===== config.mk =====
export PLATFORM = sky130hd
export DESIGN_NAME = eth_tx_framer
export DESIGN_NICKNAME = d
export VERILOG_FILES = /design/src/rtl/eth_tx_framer_pkg.sv /design/src/rtl/eth_tx_framer.sv
export SDC_FILE = /design/constraint.sdc
export NUM_CORES = 1
export LEC_CHECK = 0
export BUFFER_PORTS_ARGS = -buffer_cell sky130_fd_sc_hd__buf_2
export CORE_ASPECT_RATIO = 0.5
export CORE_MARGIN = 4
export CORE_UTILIZATION = 45
export CTS_CLUSTER_SIZE = 28
export DETAILED_ROUTE_END_ITERATION = 16
export GPL_ROUTABILITY_DRIVEN = 0
export PLACE_DENSITY_LB_ADDON = 0.2
export SLEW_MARGIN = 20
export SYNTH_ARGS = -nofsm -noshare
export SYNTH_HDL_FRONTEND = slang
export SYNTH_SLANG_ARGS = --single-unit

===== constraint.sdc =====
create_clock -name clk -period 4.1 [get_ports clk]
set_clock_uncertainty 0.2 [all_clocks]
set_input_delay 0.205 -clock clk [delete_from_list [all_inputs] [get_ports clk]]
set_output_delay 0.205 -clock clk [all_outputs]
set_load 0.05 [all_outputs]

===== src/rtl/eth_tx_framer_pkg.sv =====
// Shared constants, state encoding and counter widths for the GMII transmit framer.
package eth_tx_framer_pkg;

    localparam logic [7:0] PREAMBLE_BYTE = 8'h55;
    localparam logic [7:0] SFD_BYTE      = 8'hD5;

    localparam int unsigned MIN_LEN_DEF = 60;
    localparam int unsigned MAX_LEN_DEF = 1514;
    localparam int unsigned IFG_LEN_DEF = 12;
    localparam int unsigned PRE_LEN_DEF = 7;

    localparam int unsigned BCNT_W = 11;
    localparam int unsigned CNT_W  = 8;

    typedef enum logic [3:0] {
        ST_IDLE,
        ST_PRE,
        ST_SFD,
        ST_DATA,
        ST_PAD,
        ST_FCS,
        ST_IFG,
        ST_ABORT,
        ST_DROP
    } tx_state_e;

endpackage


===== src/rtl/eth_tx_framer.sv =====
// GMII transmit framer: preamble/SFD, payload, zero pad, FCS from an external CRC32 engine, IFG.
// GMII outputs are registered; CRC strobes and s_ready follow the registered state in the same cycle.
module eth_tx_framer
    import eth_tx_framer_pkg::*;
#(
    parameter int unsigned MIN_LEN = MIN_LEN_DEF,
    parameter int unsigned MAX_LEN = MAX_LEN_DEF,
    parameter int unsigned IFG_LEN = IFG_LEN_DEF,
    parameter int unsigned PRE_LEN = PRE_LEN_DEF
) (
    input  logic        clk,
    input  logic        rst,
    input  logic [7:0]  s_data,
    input  logic        s_valid,
    input  logic        s_last,
    output logic        s_ready,
    output logic        crc_init,
    output logic        crc_upd,
    output logic [7:0]  crc_data,
    input  logic [31:0] crc_val,
    output logic [7:0]  gmii_txd,
    output logic        gmii_tx_en,
    output logic        gmii_tx_er,
    output logic        busy
);

    localparam logic [CNT_W-1:0]  PRE_LOAD  = CNT_W'(PRE_LEN - 1);
    localparam logic [CNT_W-1:0]  IFG_LOAD  = CNT_W'(IFG_LEN - 1);
    localparam logic [CNT_W-1:0]  FCS_LOAD  = CNT_W'(3);
    localparam logic [BCNT_W-1:0] MIN_CNT   = BCNT_W'(MIN_LEN);
    localparam logic [BCNT_W-1:0] MAX_CNT   = BCNT_W'(MAX_LEN);

    tx_state_e          state_q, state_d;
    logic [CNT_W-1:0]   cnt_q, cnt_d;
    logic [BCNT_W-1:0]  byte_cnt_q, byte_cnt_d;
    logic [BCNT_W-1:0]  byte_inc;
    logic [23:0]        fcs_q, fcs_d;
    logic               last_seen_q, last_seen_d;
    logic [7:0]         txd_q, txd_d;
    logic               en_q, en_d;
    logic               er_q, er_d;
    logic               busy_q;

    always_comb begin
        state_d     = state_q;
        cnt_d       = cnt_q;
        byte_cnt_d  = byte_cnt_q;
        fcs_d       = fcs_q;
        last_seen_d = last_seen_q;
        txd_d       = 8'h00;
        en_d        = 1'b0;
        er_d        = 1'b0;
        s_ready     = 1'b0;
        crc_init    = 1'b0;
        crc_upd     = 1'b0;
        crc_data    = 8'h00;
        byte_inc    = byte_cnt_q + BCNT_W'(1);

        case (state_q)
            ST_IDLE: begin
                if (s_valid) begin
                    state_d = ST_PRE;
                    cnt_d   = PRE_LOAD;
                end
            end
            ST_PRE: begin
                txd_d = PREAMBLE_BYTE;
                en_d  = 1'b1;
                if (cnt_q == '0) state_d = ST_SFD;
                else             cnt_d   = cnt_q - CNT_W'(1);
            end
            ST_SFD: begin
                txd_d       = SFD_BYTE;
                en_d        = 1'b1;
                crc_init    = 1'b1;
                byte_cnt_d  = '0;
                last_seen_d = 1'b0;
                state_d     = ST_DATA;
            end
            ST_DATA: begin
                s_ready = 1'b1;
                if (s_valid) begin
                    txd_d      = s_data;
                    en_d       = 1'b1;
                    crc_upd    = 1'b1;
                    crc_data   = s_data;
                    byte_cnt_d = byte_inc;
                    if (s_last) begin
                        last_seen_d = 1'b1;
                        if (byte_inc < MIN_CNT) begin
                            state_d = ST_PAD;
                        end else begin
                            state_d = ST_FCS;
                            cnt_d   = FCS_LOAD;
                        end
                    end else if (byte_inc == MAX_CNT) begin
                        state_d = ST_ABORT;
                    end
                end else begin
                    state_d = ST_ABORT;
                end
            end
            ST_PAD: begin
                en_d       = 1'b1;
                crc_upd    = 1'b1;
                byte_cnt_d = byte_inc;
                if (byte_inc == MIN_CNT) begin
                    state_d = ST_FCS;
                    cnt_d   = FCS_LOAD;
                end
            end
            ST_FCS: begin
                en_d = 1'b1;
                // crc_val settles on the first FCS cycle; byte 0 goes straight out, the rest are held
                if (cnt_q == FCS_LOAD) begin
                    txd_d = crc_val[7:0];
                    fcs_d = crc_val[31:8];
                end else begin
                    txd_d = fcs_q[7:0];
                    fcs_d = {8'h00, fcs_q[23:8]};
                end
                if (cnt_q == '0) begin
                    state_d = ST_IFG;
                    cnt_d   = IFG_LOAD;
                end else begin
                    cnt_d = cnt_q - CNT_W'(1);
                end
            end
            ST_IFG: begin
                // a waiting frame starts directly so back-to-back gaps are exactly IFG_LEN
                if (cnt_q == '0) begin
                    if (s_valid) begin
                        state_d = ST_PRE;
                        cnt_d   = PRE_LOAD;
                    end else begin
                        state_d = ST_IDLE;
                    end
                end else begin
                    cnt_d = cnt_q - CNT_W'(1);
                end
            end
            ST_ABORT: begin
                en_d = 1'b1;
                er_d = 1'b1;
                if (last_seen_q) begin
                    state_d = ST_IFG;
                    cnt_d   = IFG_LOAD;
                end else begin
                    state_d = ST_DROP;
                end
            end
            ST_DROP: begin
                s_ready = 1'b1;
                if (s_valid && s_last) begin
                    state_d = ST_IFG;
                    cnt_d   = IFG_LOAD;
                end
            end
            default: state_d = ST_IDLE;
        endcase
    end

    always_ff @(posedge clk) begin
        if (rst) begin
            state_q     <= ST_IDLE;
            cnt_q       <= '0;
            byte_cnt_q  <= '0;
            fcs_q       <= '0;
            last_seen_q <= 1'b0;
            txd_q       <= 8'h00;
            en_q        <= 1'b0;
            er_q        <= 1'b0;
            busy_q      <= 1'b0;
        end else begin
            state_q     <= state_d;
            cnt_q       <= cnt_d;
            byte_cnt_q  <= byte_cnt_d;
            fcs_q       <= fcs_d;
            last_seen_q <= last_seen_d;
            txd_q       <= txd_d;
            en_q        <= en_d;
            er_q        <= er_d;
            busy_q      <= (state_d != ST_IDLE);
        end
    end

    assign gmii_txd   = txd_q;
    assign gmii_tx_en = en_q;
    assign gmii_tx_er = er_q;
    assign busy       = busy_q;

endmodule


==> reports/qor.json, run 1 <==
{
  "setup_slack_ps": 947,
  "first_global_vias": 3119,
  "resized_cells_post_cts": 0,
  "final_min_period_over_clock_period_pct": 76.9,
  "worst_r2r_startpoint": "state_q[2]$_SDFF_PP0_",
  "setup_viol": 0,
  "grt.overflow.total": 0,
  "cp_data_required_time_ps": 3690,
  "synth_enable_flop_cells": 0,
  "reg2reg_setup_slack_ps": 990,
  "fill_cells": 727,
  "worstSkewPairLatency_ps": 330,
  "cts_htree_levels": 3,
  "drt-total-wl_um": 9450,
  "cts-buffers-inserted": 9,
  "floorplan.rows": 22,
  "tns_ps": 0,
  "hold_depth": 3,
  "ff_latch_area_um2": 1180,
  "crit_type": "register to output port",
  "number_of_antenna_violations_at_the_first_check_in_global_routing": 0,
  "place_area_um2": 3880,
  "synth.top_cells.by_area": "dfxtp_1 33%, nor2_1 6.8%, a21oi_1 5.2%",
  "yosys.cell_count.top_type": "nor2_1",
  "synth.top_cells.by_count": "64 x nor2_1, 59 x dfxtp_1, 37 x a21oi_1",
  "grt_start_max_net_pins": 49,
  "vdd_drop_max_uv": 264,
  "synth_nets": 497,
  "i_o_pin_cnt": 66,
  "regToRegEndpoint": "byte_cnt_q[3]$_SDFFE_PP0P_",
  "slew_headroom_pct": 34.5,
  "synth_area_um2": 3540,
  "leakagePower_uw": 0.00167,
  "global_route_wire_length_before_repair_um": 15300,
  "hold-path-endpoint": "fcs_q[5]$_SDFFE_PP0P_",
  "max_slew.worst_pin.slew_ps": 980,
  "finalNetCount": 556,
  "worst_setup_path_start_kind": "register",
  "port_bufs": 65,
  "layout.cell_area.non_filler_um2": 4310,
  "min_delay_path_class": "input pin to register",
  "count_of_unique_library_cells_instantiated_by_yosys": 71,
  "design.die.area_um2": 9440,
  "die_h_um": 70.7,
  "post-dp-hpwl_um": 6610,
  "antennaDiodeCount": 0,
  "whs_ps": 6.39,
  "area_growth_syn_to_layout_pct": 21.7,
  "slew_violations": 0,
  "tritoncts": "yes",
  "place_worst_setup_slack_ps": 1060,
  "worst_hold_startpoint": "crc_val[13]",
  "drt-vias-per-instance": 5.64,
  "status": "completed",
  "layoutNonFillerInstCount": 621,
  "start_util_pct": 47.3,
  "cts.sinks": 59,
  "synthesis.area_per_instance_um2": 7.88,
  "synthesized_netlist_cell_count": 449,
  "number_of_warning_messages_in_the_yosys_log": 0,
  "root_buffer": "clkbuf_16",
  "period_minus_slack_ps": 3150,
  "power.density_nw_per_um2": 545,
  "ys_seq_area_share_pct": 33.4,
  "timing.critical_path.arrival_ps": 2750,
  "clkTransAtPathRegs_ps": 50,
  "antenna_left": 0,
  "drt_first_pass_iters": 5,
  "r2r.worst_path.cells": 7,
  "ys_dominant_reg_cell": "dfxtp_1",
  "dp_cells": 593,
  "route.detailed.drc": 0,
  "dr_total_vias": 3501,
  "final_hold_viol_count": 0,
  "synth_top_cell_area_share_pct": 33.4,
  "area_occupied_by_multi_input_gates_um2": 2150,
  "maxCapViolations": 0,
  "number_of_drc_violations_after_detailed_routing_iteration_0": 234,
  "hold_buffers": 12,
  "core_area_um2": 7490,
  "setup_fix_buffers_added_after_clock_tree_synthesis": 0,
  "postSynthRegisterBits": 59,
  "drt-wirelength-per-cell_um": 15.2,
  "max_clock_freq_mhz": 317,
  "grt_setup_unrepaired": "no",
  "cts_buffer_depth": 2,
  "post_route_cells_drive_above_1_share_pct": 22.0,
  "synth_area_leader_cell": "dfxtp_1",
  "track_usage_pct": 20.0,
  "end_kind": "output port",
  "asyncSetResetFlopFracSynth_pct": 0,
  "timing.critical_path.fanout_max": 21,
  "floorplan.die.width_um": 133
}
power by group:
part           internal [uW]  switching (uW)
sequential               641            96.9
combinational            316             543
clock                    485             265
metal layers:
metal  vias up  global-route usage [%]  part of all wire [%]
met3        17                    6.39                   7.5
li1       1751                       -                     -
met2       131                    31.5                    45
met1      1602                    26.5                    47
met4         0                    5.93                   1.1
met5         -                       0                     0
kinds of logic (layout without fill, tap and decap cells):
kind of cell	count (synthesis)	in the layout	synth area share (%)
compound gates	123	123	23.9
xor+xnor	3	3	0.742
fa+ha+maj	4	4	1.41
buf+inv	49	113	6.15
flops	59	59	33.4
mux	26	26	7.64
simple gates	185	185	26.8
placed cells by master, fill, tap and decap left out, types with 10 or more instances in the layout:
| master | synthesis | layout |
|---|---|---|
| buf_2 | 6 | 65 |
| nor2_1 | 64 | 63 |
| dfxtp_1 | 59 | 59 |
| a21oi_1 | 37 | 37 |
| nand2_1 | 35 | 35 |
| a211oi_1 | 22 | 22 |
| o21ai_0 | 21 | 21 |
| nand3_1 | 20 | 20 |
| mux2i_1 | 18 | 18 |
| inv_1 | 16 | 16 |
| dlygate4sd3_1 | 0 | 12 |
| a31oi_1 | 10 | 10 |
per-stage QoR:
stage	power [uW]	utilization [%]
after CTS	2350	57.5
after global placement	1590	51.9
after detailed placement	1580	51.9
after global routing	2490	57.5
after floorplan	1380	-
final	2350	57.5
final cells by class:
class	instances	area share, %
clock buffer	10	5.55
multi-input combinational	341	50.0
tap	108	3.14
inverter	17	1.48
timing repair buffer	80	10.9
clock inverter	6	1.51
sequential	59	27.4
state kept, by name, summed over array words and instances (netlist names):
signal,flops
fcs_q,24
busy,1
gmii_tx_en,1
byte_cnt_q,11
gmii_txd,8
state_q,4
gmii_tx_er,1
last_seen_q,1
cnt_q,8
worst max-delay path: stages, from the launching register on:
cell and delay (ps):
dfxtp_1 760, nor4bb_2 130, and2_1 280, nor2_2 510, clkinv_1 410, buf_2 320
worst max-delay path by stage:
stage / startpoint / end / slack, ps / cells after the start
after floorplan: state_q[1]$_SDFF_PP0_ / byte_cnt_q[7]$_SDFFE_PP0P_ / 1100 / 6
after global placement: state_q[2]$_SDFF_PP0_ / byte_cnt_q[9]$_SDFFE_PP0P_ / 1170 / 7
after detailed placement: state_q[2]$_SDFF_PP0_ / byte_cnt_q[3]$_SDFFE_PP0P_ / 1060 / 7
after CTS: state_q[2]$_SDFF_PP0_ / crc_upd / 990 / 5
after global routing: state_q[2]$_SDFF_PP0_ / byte_cnt_q[3]$_SDFFE_PP0P_ / 770 / 7
final: state_q[2]$_SDFF_PP0_ / crc_upd / 950 / 5
Note: power is estimated with default switching activity, not from simulation.
==> run 2: changes to the inputs <==
Settings changed: ABC_AREA from default to 1.
Clock period 4.1 ns to 2.9 ns, I/O delays scaled along.
==> run 2 against run 1 <==
Non-clock buffer count grew 22. Via count grew 7.3%. Clock power grew 54%. Core utilization grew 3.3 points. Clock-buffer cell count grew 2. Synthesized cell count grew 23%. Global-route usage grew 0.93 points. Worst hold slack gained 16 ps. Worst setup slack lost 510 ps. Die area shrank 1.2%. Sequential power grew 33%. Critical path depth grew 9. Critical path type is now register to register. Largest cell class unchanged.
==> reports/qor.json, run 2 <==
{
  "status": {"value": "completed", "change": "unchanged"},
  "power.share.sequential": {"value": 28.6, "unit": "%", "change": "was 31.4%"},
  "asyncSetResetFlopFracSynth": {"value": 0, "unit": "%", "change": "unchanged"},
  "critical_path.max_stage_delay": {"value": 400, "unit": "ps", "change": "was 760 ps"},
  "swShare": {"value": 38.1, "unit": "%", "change": "was 38.6%"},
  "floorplan.die.width": {"value": 133, "unit": "um", "change": "about the same"},
  "grt.overflow.total": {"value": 0, "change": "unchanged"},
  "grt_start_max_net_pins": {"value": 52, "change": "was 49"},
  "end_kind": {"value": "register", "change": "was output port"},
  "synthesized_netlist_cell_count": {"value": 553, "change": "was 449"},
  "cp_top_family": {"value": "simple AND/OR/NAND/NOR gates", "change": "unchanged"},
  "tritoncts": {"value": "yes", "change": "unchanged"},
  "number_of_antenna_violations_at_the_first_check_in_global_routing": {"value": 0, "change": "unchanged"},
  "max_clock_freq_mhz": 406,
  "post_route_cells_drive_above_1_share": {"value": 18.0, "unit": "%", "change": "was 22.0%"},
  "power.net_switching": {"value": 1300, "unit": "uW", "change": "was 905 uW"},
  "floorplan.rows": {"value": 22, "change": "unchanged"},
  "cts_htree_levels": {"value": 3, "change": "unchanged"},
  "timing.critical_path.fanout_max": {"value": 12, "change": "was 21"},
  "cp_slowest_cell": {"value": "dfxtp_1", "change": "unchanged"},
  "dr_total_vias": {"value": 3756, "change": "was 3,501"},
  "registers.top_by_ff_count": {"value": "fcs_q", "change": "unchanged"},
  "worst_setup_path_start_kind": {"value": "register", "change": "unchanged"},
  "synth.top_cells.by_count": {"value": "146 x nand2_1, 70 x inv_1, 59 x dfxtp_1", "change": "was 64 x nor2_1, 59 x dfxtp_1, 37 x a21oi_1"},
  "start_util": {"value": 47.0, "unit": "%", "change": "was 47.3%"},
  "die_h": {"value": 70.3, "unit": "um", "change": "was 70.7 um"},
  "final_hold_viol_count": {"value": 0, "change": "unchanged"},
  "synth.top_cells.by_area": {"value": "dfxtp_1 34%, nand2_1 16%, nand3_1 8.2%", "change": "was dfxtp_1 33%, nor2_1 6.8%, a21oi_1 5.2%"},
  "synth_top_cell_area_share": {"value": 33.8, "unit": "%", "change": "was 33.4%"},
  "synth_enable_flop_cells": {"value": 0, "change": "unchanged"},
  "number_of_buffers_and_inverters_on_the_critical_path": {"value": 1, "change": "was 2"},
  "path_cells": {"value": "ha_1 -> nand3_1 -> inv_1 -> nand3_1 -> nand2_1 -> nand2_2 -> nor2_2 -> nand2_2 -> nand2_2 -> nand2_2 -> nand2_1 -> nand2_1 -> nand2_1 -> nor2_1", "change": "was nor4bb_2 -> and2_1 -> nor2_2 -> clkinv_1 -> buf_2"},
  "resized_cells_post_cts": {"value": 0, "change": "unchanged"},
  "power.internal": {"value": 2120, "unit": "uW", "change": "was 1440 uW"},
  "synth_area_leader_cell": {"value": "dfxtp_1", "change": "unchanged"},
  "worst_r2r_startpoint": {"value": "byte_cnt_q[0]$_SDFFE_PP0P_", "change": "was state_q[2]$_SDFF_PP0_"},
  "cts_buffer_depth": {"value": 2, "change": "unchanged"},
  "clkTransAtPathRegs": {"value": 50, "unit": "ps", "change": "about the same"},
  "final_min_period_over_clock_period_pct": 85.0,
  "number_of_warning_messages_in_the_yosys_log": {"value": 0, "change": "unchanged"},
  "drt-wirelength-per-cell": {"value": 12.7, "unit": "um", "change": "was 15.2 um"},
  "critical_path.startpoint": {"value": "byte_cnt_q[0]$_SDFFE_PP0P_", "change": "was state_q[2]$_SDFF_PP0_"},
  "worstSkewPairLatency": {"value": 330, "unit": "ps", "change": "about the same"},
  "synthesis.area_per_instance": {"value": 6.32, "unit": "um2", "change": "was 7.88 um2"},
  "cts.sinks": {"value": 59, "change": "unchanged"},
  "crit_type": {"value": "register to register", "change": "was register to output port"},
  "area_growth_syn_to_layout": {"value": 29.3, "unit": "%", "change": "was 21.7%"},
  "largest_reg_flops": {"value": 24, "change": "unchanged"},
  "clkPwrFrac": {"value": 34.0, "unit": "%", "change": "was 32.0%"},
  "global_route_wire_length_before_repair": {"value": 16100, "unit": "um", "change": "was 15,300 um"},
  "layout.cells.most_common": {"value": "nand2_1", "change": "was buf_2"},
  "number_of_drc_violations_after_detailed_routing_iteration_0": {"value": 272, "change": "was 234"},
  "min_delay_path_class": {"value": "input pin to register", "change": "unchanged"},
  "power_frac_comb": {"value": 37.5, "unit": "%", "change": "was 36.6%"},
  "grt_setup_unrepaired": {"value": "no", "change": "unchanged"},
  "power.density": {"value": 758, "unit": "nW/um2", "change": "was 545 nW/um2"},
  "synth_area": {"value": 3490, "unit": "um2", "change": "was 3540 um2"},
  "postSynthRegisterBits": {"value": 59, "change": "unchanged"},
  "postLayoutCoreUtil": {"value": 60.8, "unit": "%", "change": "was 57.5%"},
  "slew_headroom": {"value": 38.2, "unit": "%", "change": "was 34.5%"},
  "cts-buffers-inserted": {"value": 9, "change": "unchanged"},
  "leakagePower": {"value": 0.00215, "unit": "uW", "change": "was 0.00167 uW"},
  "vdd_drop_max": {"value": 303, "unit": "uV", "change": "was 264 uV"},
  "post-dp-hpwl": {"value": 6380, "unit": "um", "change": "was 6610 um"},
  "cp_data_required_time": {"value": 2890, "unit": "ps", "change": "was 3690 ps"},
  "worst_hold_startpoint": {"value": "crc_val[6]", "change": "was crc_val[13]"},
  "root_buffer": {"value": "clkbuf_16", "change": "unchanged"},
  "synth_nets": {"value": 601, "change": "was 497"},
  "count_of_unique_library_cells_instantiated_by_yosys": {"value": 35, "change": "was 71"},
  "layout.cells.most_common_list": {"value": "146 x nand2_1, 70 x inv_1, 65 x buf_2", "change": "was 65 x buf_2, 63 x nor2_1, 59 x dfxtp_1"},
  "drt-total-wl": {"value": 9500, "unit": "um", "change": "was 9450 um"},
  "antenna_left": {"value": 0, "change": "unchanged"},
  "port_bufs": {"value": 65, "change": "unchanged"},
  "finalNetCount": {"value": 692, "change": "was 556"},
  "core_area": {"value": 7430, "unit": "um2", "change": "was 7490 um2"},
  "yosys.cell_count.top_type": {"value": "nand2_1", "change": "was nor2_1"},
  "top_regs": {"value": "fcs_q: 24 flops, byte_cnt_q: 11 flops", "change": "unchanged"},
  "slew_violations": {"value": 0, "change": "unchanged"},
  "maxCapViolations": {"value": 0, "change": "unchanged"},
  "track_usage": {"value": 20.9, "unit": "%", "change": "was 20.0%"},
  "ys_dominant_reg_cell": {"value": "dfxtp_1", "change": "unchanged"},
  "drt_first_pass_iters": {"value": 5, "change": "unchanged"},
  "drt-vias-per-instance": {"value": 5.04, "change": "was 5.64"},
  "max_slew.worst_pin.slew": {"value": 925, "unit": "ps", "change": "was 980 ps"},
  "first_global_vias": {"value": 3406, "change": "was 3,119"},
  "antennaDiodeCount": {"value": 0, "change": "unchanged"},
  "period_minus_slack_ps": 2470,
  "ys_seq_area_share": {"value": 33.8, "unit": "%", "change": "was 33.4%"},
  "route.detailed.drc": {"value": 0, "change": "unchanged"},
  "tns": {"value": 0, "unit": "ps", "change": "unchanged"},
  "i_o_pin_cnt": {"value": 66, "change": "unchanged"},
  "setup_viol": {"value": 0, "change": "unchanged"},
  "design.die.area": {"value": 9320, "unit": "um2", "change": "was 9440 um2"},
  "whs": {"value": 22.8, "unit": "ps", "change": "was 6.39 ps"},
  "timing.critical_path.arrival": {"value": 2460, "unit": "ps", "change": "was 2750 ps"}
}
[run 2: final timing paths]
path	cells after the start	to	slack (ps)
worst max-delay path	14	cnt_q[0]$_SDFFE_PP0P_	430
worst min-delay path	5	gmii_txd[6]$_SDFF_PP0_	20
worst max register to register	14	cnt_q[0]$_SDFFE_PP0P_	430
worst min register to register	2	fcs_q[6]$_SDFFE_PP0P_	300
[run 2: kinds of logic after synthesis]
kind of cell / share of synthesized area, %
AND/OR/NAND/NOR: 36.6
buffers and inverters: 11.5
AO/OA/AOI/OAI: 16.1
flip-flops: 33.8
adder cells (fa/ha/maj): 1.43
XOR/XNOR: 0.502
[run 2: worst register-to-register path: cells and delay by family (launching register included)]
kind          cells  cell delay (ps)
fa+ha+maj         1              300
buf+inv           1              110
flops             1              400
simple gates     12             1320
[run 2: stage by stage]
stage,worst slack (ps),area (um2),std cells,total power [uW]
3_3_place_gp,481,3880,698,2230
3_5_place_dp,457,3880,698,2220
6_report,434,4520,745,3430
5_1_grt,221,4520,745,3650
2_1_floorplan,249,3490,553,1950
4_1_cts,433,4520,745,3430
[run 2: layout make-up]
cell class | instances | area, um2
fillers | 715 | 2910
clock inverters | 4 | 72.6
well taps | 96 | 120
multi-input cells | 396 | 1910
clock buffers | 12 | 256
flip-flops and latches | 59 | 1180
inverters | 76 | 285
repair buffers | 102 | 693
[run 2: power groups by stage]
stage | Clock [uW] | Combinational (uW) | Sequential, uW
floorplan | 0 | 846 | 1100
CTS | 1180 | 1270 | 976
global route | 1220 | 1430 | 992
finish | 1160 | 1280 | 979
detailed placement | 0 | 1230 | 991
global placement | 0 | 1240 | 993
[run 2: per-layer routing]
| metal | track usage, % | wire, um |
|---|---|---|
| met5 | 0 | 0 |
| met4 | 7.26 | 167 |
| met3 | 5.90 | 495 |
| met2 | 35.4 | 4470 |
| met1 | 25.6 | 4360 |
[run 2: timing repair]
| action | 4_1_cts | 5_1_grt |
|---|---|---|
| hold endpoints to repair | 31 | 0 |
| hold buffers | 31 | 0 |
| buffers inserted | 0 | 0 |
==> run 3: changes to the inputs <==
Settings changed: CORE_ASPECT_RATIO 0.5 to default.
==> run 3 against run 2 <==
First-iteration DRC count increased by 15%. Cell area shrank 1.3%. Critical path type unchanged. Sequential power hardly changed.
==> reports/qor.json, run 3 (same netlist as run 2, synthesis figures left out) <==
{
  "floorplan.rows": {"value": 31, "change": "was 22"},
  "crit_type": {"value": "register to register", "change": "unchanged"},
  "cts-buffers-inserted": {"value": 9, "change": "unchanged"},
  "final_min_period_over_clock_period": {"value": 89.4, "unit": "%", "change": "was 85.0%"},
  "setup_slack": {"value": 307, "unit": "ps", "change": "was 434 ps"},
  "reg2reg_setup_slack": {"value": 310, "unit": "ps", "change": "was 430 ps"},
  "slew_headroom": {"value": 35.4, "unit": "%", "change": "was 38.2%"},
  "number_of_antenna_violations_at_the_first_check_in_global_routing": {"value": 0, "change": "unchanged"},
  "max_slew.worst_pin.slew": {"value": 968, "unit": "ps", "change": "was 925 ps"},
  "antennaDiodeCount": {"value": 0, "change": "unchanged"},
  "top_regs": {"value": "fcs_q: 24 flops, byte_cnt_q: 11 flops", "change": "unchanged"},
  "crit_path_frequent_cell": "inv_2",
  "leakagePower": {"value": 0.00214, "unit": "uW", "change": "was 0.00215 uW"},
  "core_area": {"value": 7410, "unit": "um2", "change": "was 7430 um2"},
  "cts_buffer_depth": {"value": 2, "change": "unchanged"},
  "timing.critical_path.fanout_max": {"value": 51, "change": "was 12"},
  "die_h": {"value": 96.1, "unit": "um", "change": "was 70.3 um"},
  "dr_total_vias": {"value": 3869, "change": "was 3,756"},
  "cp_slowest_cell": {"value": "dlygate4sd3_1", "change": "was dfxtp_1"},
  "registers.top_by_ff_count": {"value": "fcs_q", "change": "unchanged"},
  "post_route_cells_drive_above_1_share": {"value": 18.2, "unit": "%", "change": "was 18.0%"},
  "grt.overflow.total": {"value": 0, "change": "unchanged"},
  "cts.sinks": {"value": 59, "change": "unchanged"},
  "min_delay_path_class": {"value": "input pin to register", "change": "unchanged"},
  "number_of_buffers_and_inverters_on_the_critical_path": {"value": 4, "change": "was 1"},
  "tns": {"value": 0, "unit": "ps", "change": "unchanged"},
  "cp_top_family": {"value": "buffers and inverters", "change": "was simple AND/OR/NAND/NOR gates"},
  "first_global_vias": {"value": 3462, "change": "was 3,406"},
  "end_kind": {"value": "register", "change": "unchanged"},
  "worst_setup_path_start_kind": {"value": "register", "change": "unchanged"},
  "slew_violations": {"value": 0, "change": "unchanged"},
  "dp_cells": {"value": 702, "change": "was 698"},
  "design.die.area": {"value": 9240, "unit": "um2", "change": "was 9320 um2"},
  "start_util": {"value": 47.2, "unit": "%", "change": "was 47.0%"},
  "period_minus_slack": {"value": 2590, "unit": "ps", "change": "was 2470 ps"},
  "setup_viol": {"value": 0, "change": "unchanged"},
  "clkTransAtPathRegs": {"value": 70, "unit": "ps", "change": "was 50 ps"},
  "setup_fix_buffers_added_after_clock_tree_synthesis": {"value": 0, "change": "unchanged"},
  "place_worst_setup_slack": {"value": 397, "unit": "ps", "change": "was 457 ps"},
  "port_bufs": {"value": 65, "change": "unchanged"},
  "area_growth_syn_to_layout": {"value": 27.7, "unit": "%", "change": "was 29.3%"},
  "timing.critical_path.arrival": {"value": 2680, "unit": "ps", "change": "was 2460 ps"},
  "track_usage": {"value": 23.0, "unit": "%", "change": "was 20.9%"},
  "floorplan.die.width": {"value": 96.1, "unit": "um", "change": "was 133 um"},
  "number_of_drc_violations_after_detailed_routing_iteration_0": {"value": 313, "change": "was 272"},
  "antenna_left": {"value": 0, "change": "unchanged"},
  "drt-vias-per-instance": {"value": 5.14, "change": "was 5.04"},
  "route.detailed.drc": {"value": 0, "change": "unchanged"},
  "max_clock_freq": {"value": 386, "unit": "MHz", "change": "was 406 MHz"},
  "drt-total-wl": {"value": 9820, "unit": "um", "change": "was 9500 um"},
  "largest_reg_flops": {"value": 24, "change": "unchanged"},
  "power.density": {"value": 699, "unit": "nW/um2", "change": "was 758 nW/um2"},
  "post-dp-hpwl": {"value": 6800, "unit": "um", "change": "was 6380 um"},
  "cts_htree_levels": {"value": 3, "change": "unchanged"},
  "grt_setup_unrepaired": {"value": "no", "change": "unchanged"},
  "worstSkewPairLatency": {"value": 350, "unit": "ps", "change": "was 330 ps"},
  "status": {"value": "completed", "change": "unchanged"},
  "final_hold_viol_count": {"value": 0, "change": "unchanged"},
  "vdd_drop_max": {"value": 348, "unit": "uV", "change": "was 303 uV"},
  "cp_data_required_time": {"value": 2980, "unit": "ps", "change": "was 2890 ps"},
  "maxCapViolations": {"value": 0, "change": "unchanged"},
  "tritoncts": {"value": "yes", "change": "unchanged"},
  "path_cells": {"value": "inv_2 -> nor3_2 -> nand2_2 -> inv_2 -> buf_6 -> o21ai_0 -> nor2_1 -> o21a_1 -> dlygate4sd3_1", "change": "was ha_1 -> nand3_1 -> inv_1 -> nand3_1 -> nand2_1 -> nand2_2 -> nor2_2 -> nand2_2 -> nand2_2 -> nand2_2 -> nand2_1 -> nand2_1 -> nand2_1 -> nor2_1"},
  "global_route_wire_length_before_repair": {"value": 16600, "unit": "um", "change": "was 16,100 um"},
  "drt-wirelength-per-cell": {"value": 13.1, "unit": "um", "change": "was 12.7 um"},
  "layoutNonFillerInstCount": {"value": 752, "change": "was 745"},
  "layout.cells.most_common_list": {"value": "145 x nand2_1, 70 x inv_1, 65 x buf_2", "change": "was 146 x nand2_1, 70 x inv_1, 65 x buf_2"},
  "layout.cells.most_common": {"value": "nand2_1", "change": "unchanged"},
  "finalNetCount": {"value": 697, "change": "was 692"},
  "critical_path.max_stage_delay": {"value": 540, "unit": "ps", "change": "was 400 ps"},
  "i_o_pin_cnt": {"value": 66, "change": "unchanged"},
  "grt_start_max_net_pins": {"value": 52, "change": "unchanged"},
  "drt_first_pass_iters": {"value": 5, "change": "unchanged"},
  "root_buffer": {"value": "clkbuf_8", "change": "was clkbuf_16"}
}
==> run 3: worst paths after layout <==
path,from,end,cells after the start
max,state_q[0]$_SDFF_PP0_,gmii_txd[1]$_SDFF_PP0_,9
min reg2reg,byte_cnt_q[10]$_SDFFE_PP0P_,byte_cnt_q[10]$_SDFFE_PP0P_,2
max reg2reg,state_q[0]$_SDFF_PP0_,gmii_txd[1]$_SDFF_PP0_,9
min,crc_val[6],gmii_txd[6]$_SDFF_PP0_,5
==> run 3: worst reg2reg max path, delay by kind of cell, from the launching register on <==
family                 cells  cell delay [ps]
buffers and inverters      4             1070
flip-flops                 1              410
AND/OR/NAND/NOR            3              580
AO/OA/AOI/OAI              2              270
==> run 3: final cells by class <==
class	count	area, um2
multi-input combinational	396	1910
clock buffer	11	151
fill	706	2950
clock inverter	4	73.8
sequential	59	1180
tap	99	124
timing repair buffer	107	732
inverter	76	285
==> run 3: power by group <==
group          total, uW  switching [uW]  leakage, uW  internal [uW]
clock                868             342     0.000115            526
sequential           980            73.7     0.000478            906
combinational       1270             857      0.00154            414
==> run 3: stage by stage <==
step	util [%]	total power (uW)	hold slack, ps	instance area [um2]
6_report	60.2	3120	23.3	4460
5_1_grt	60.2	3330	18.1	4460
4_1_cts	60.1	3120	11.6	4450
3_5_place_dp	52.3	2210	201	3880
3_3_place_gp	52.3	2210	197	3880
2_1_floorplan	-	1950	86.2	3490
==> run 3: repair_timing <==
action                     CTS  global route
resized for setup            0             2
hold endpoints to repair    32             0
setup endpoints to repair    0             3
hold buffers                35             0
==> run 3: routing by layer <==
metal | GRT usage, % | vias to the layer above | wire (um)
li1 | - | 1971 | -
met1 | 30.8 | 1725 | 4330
met2 | 36.8 | 152 | 4650
met3 | 5.24 | 21 | 683
met4 | 6.64 | 0 | 165
met5 | 0 | - | 0
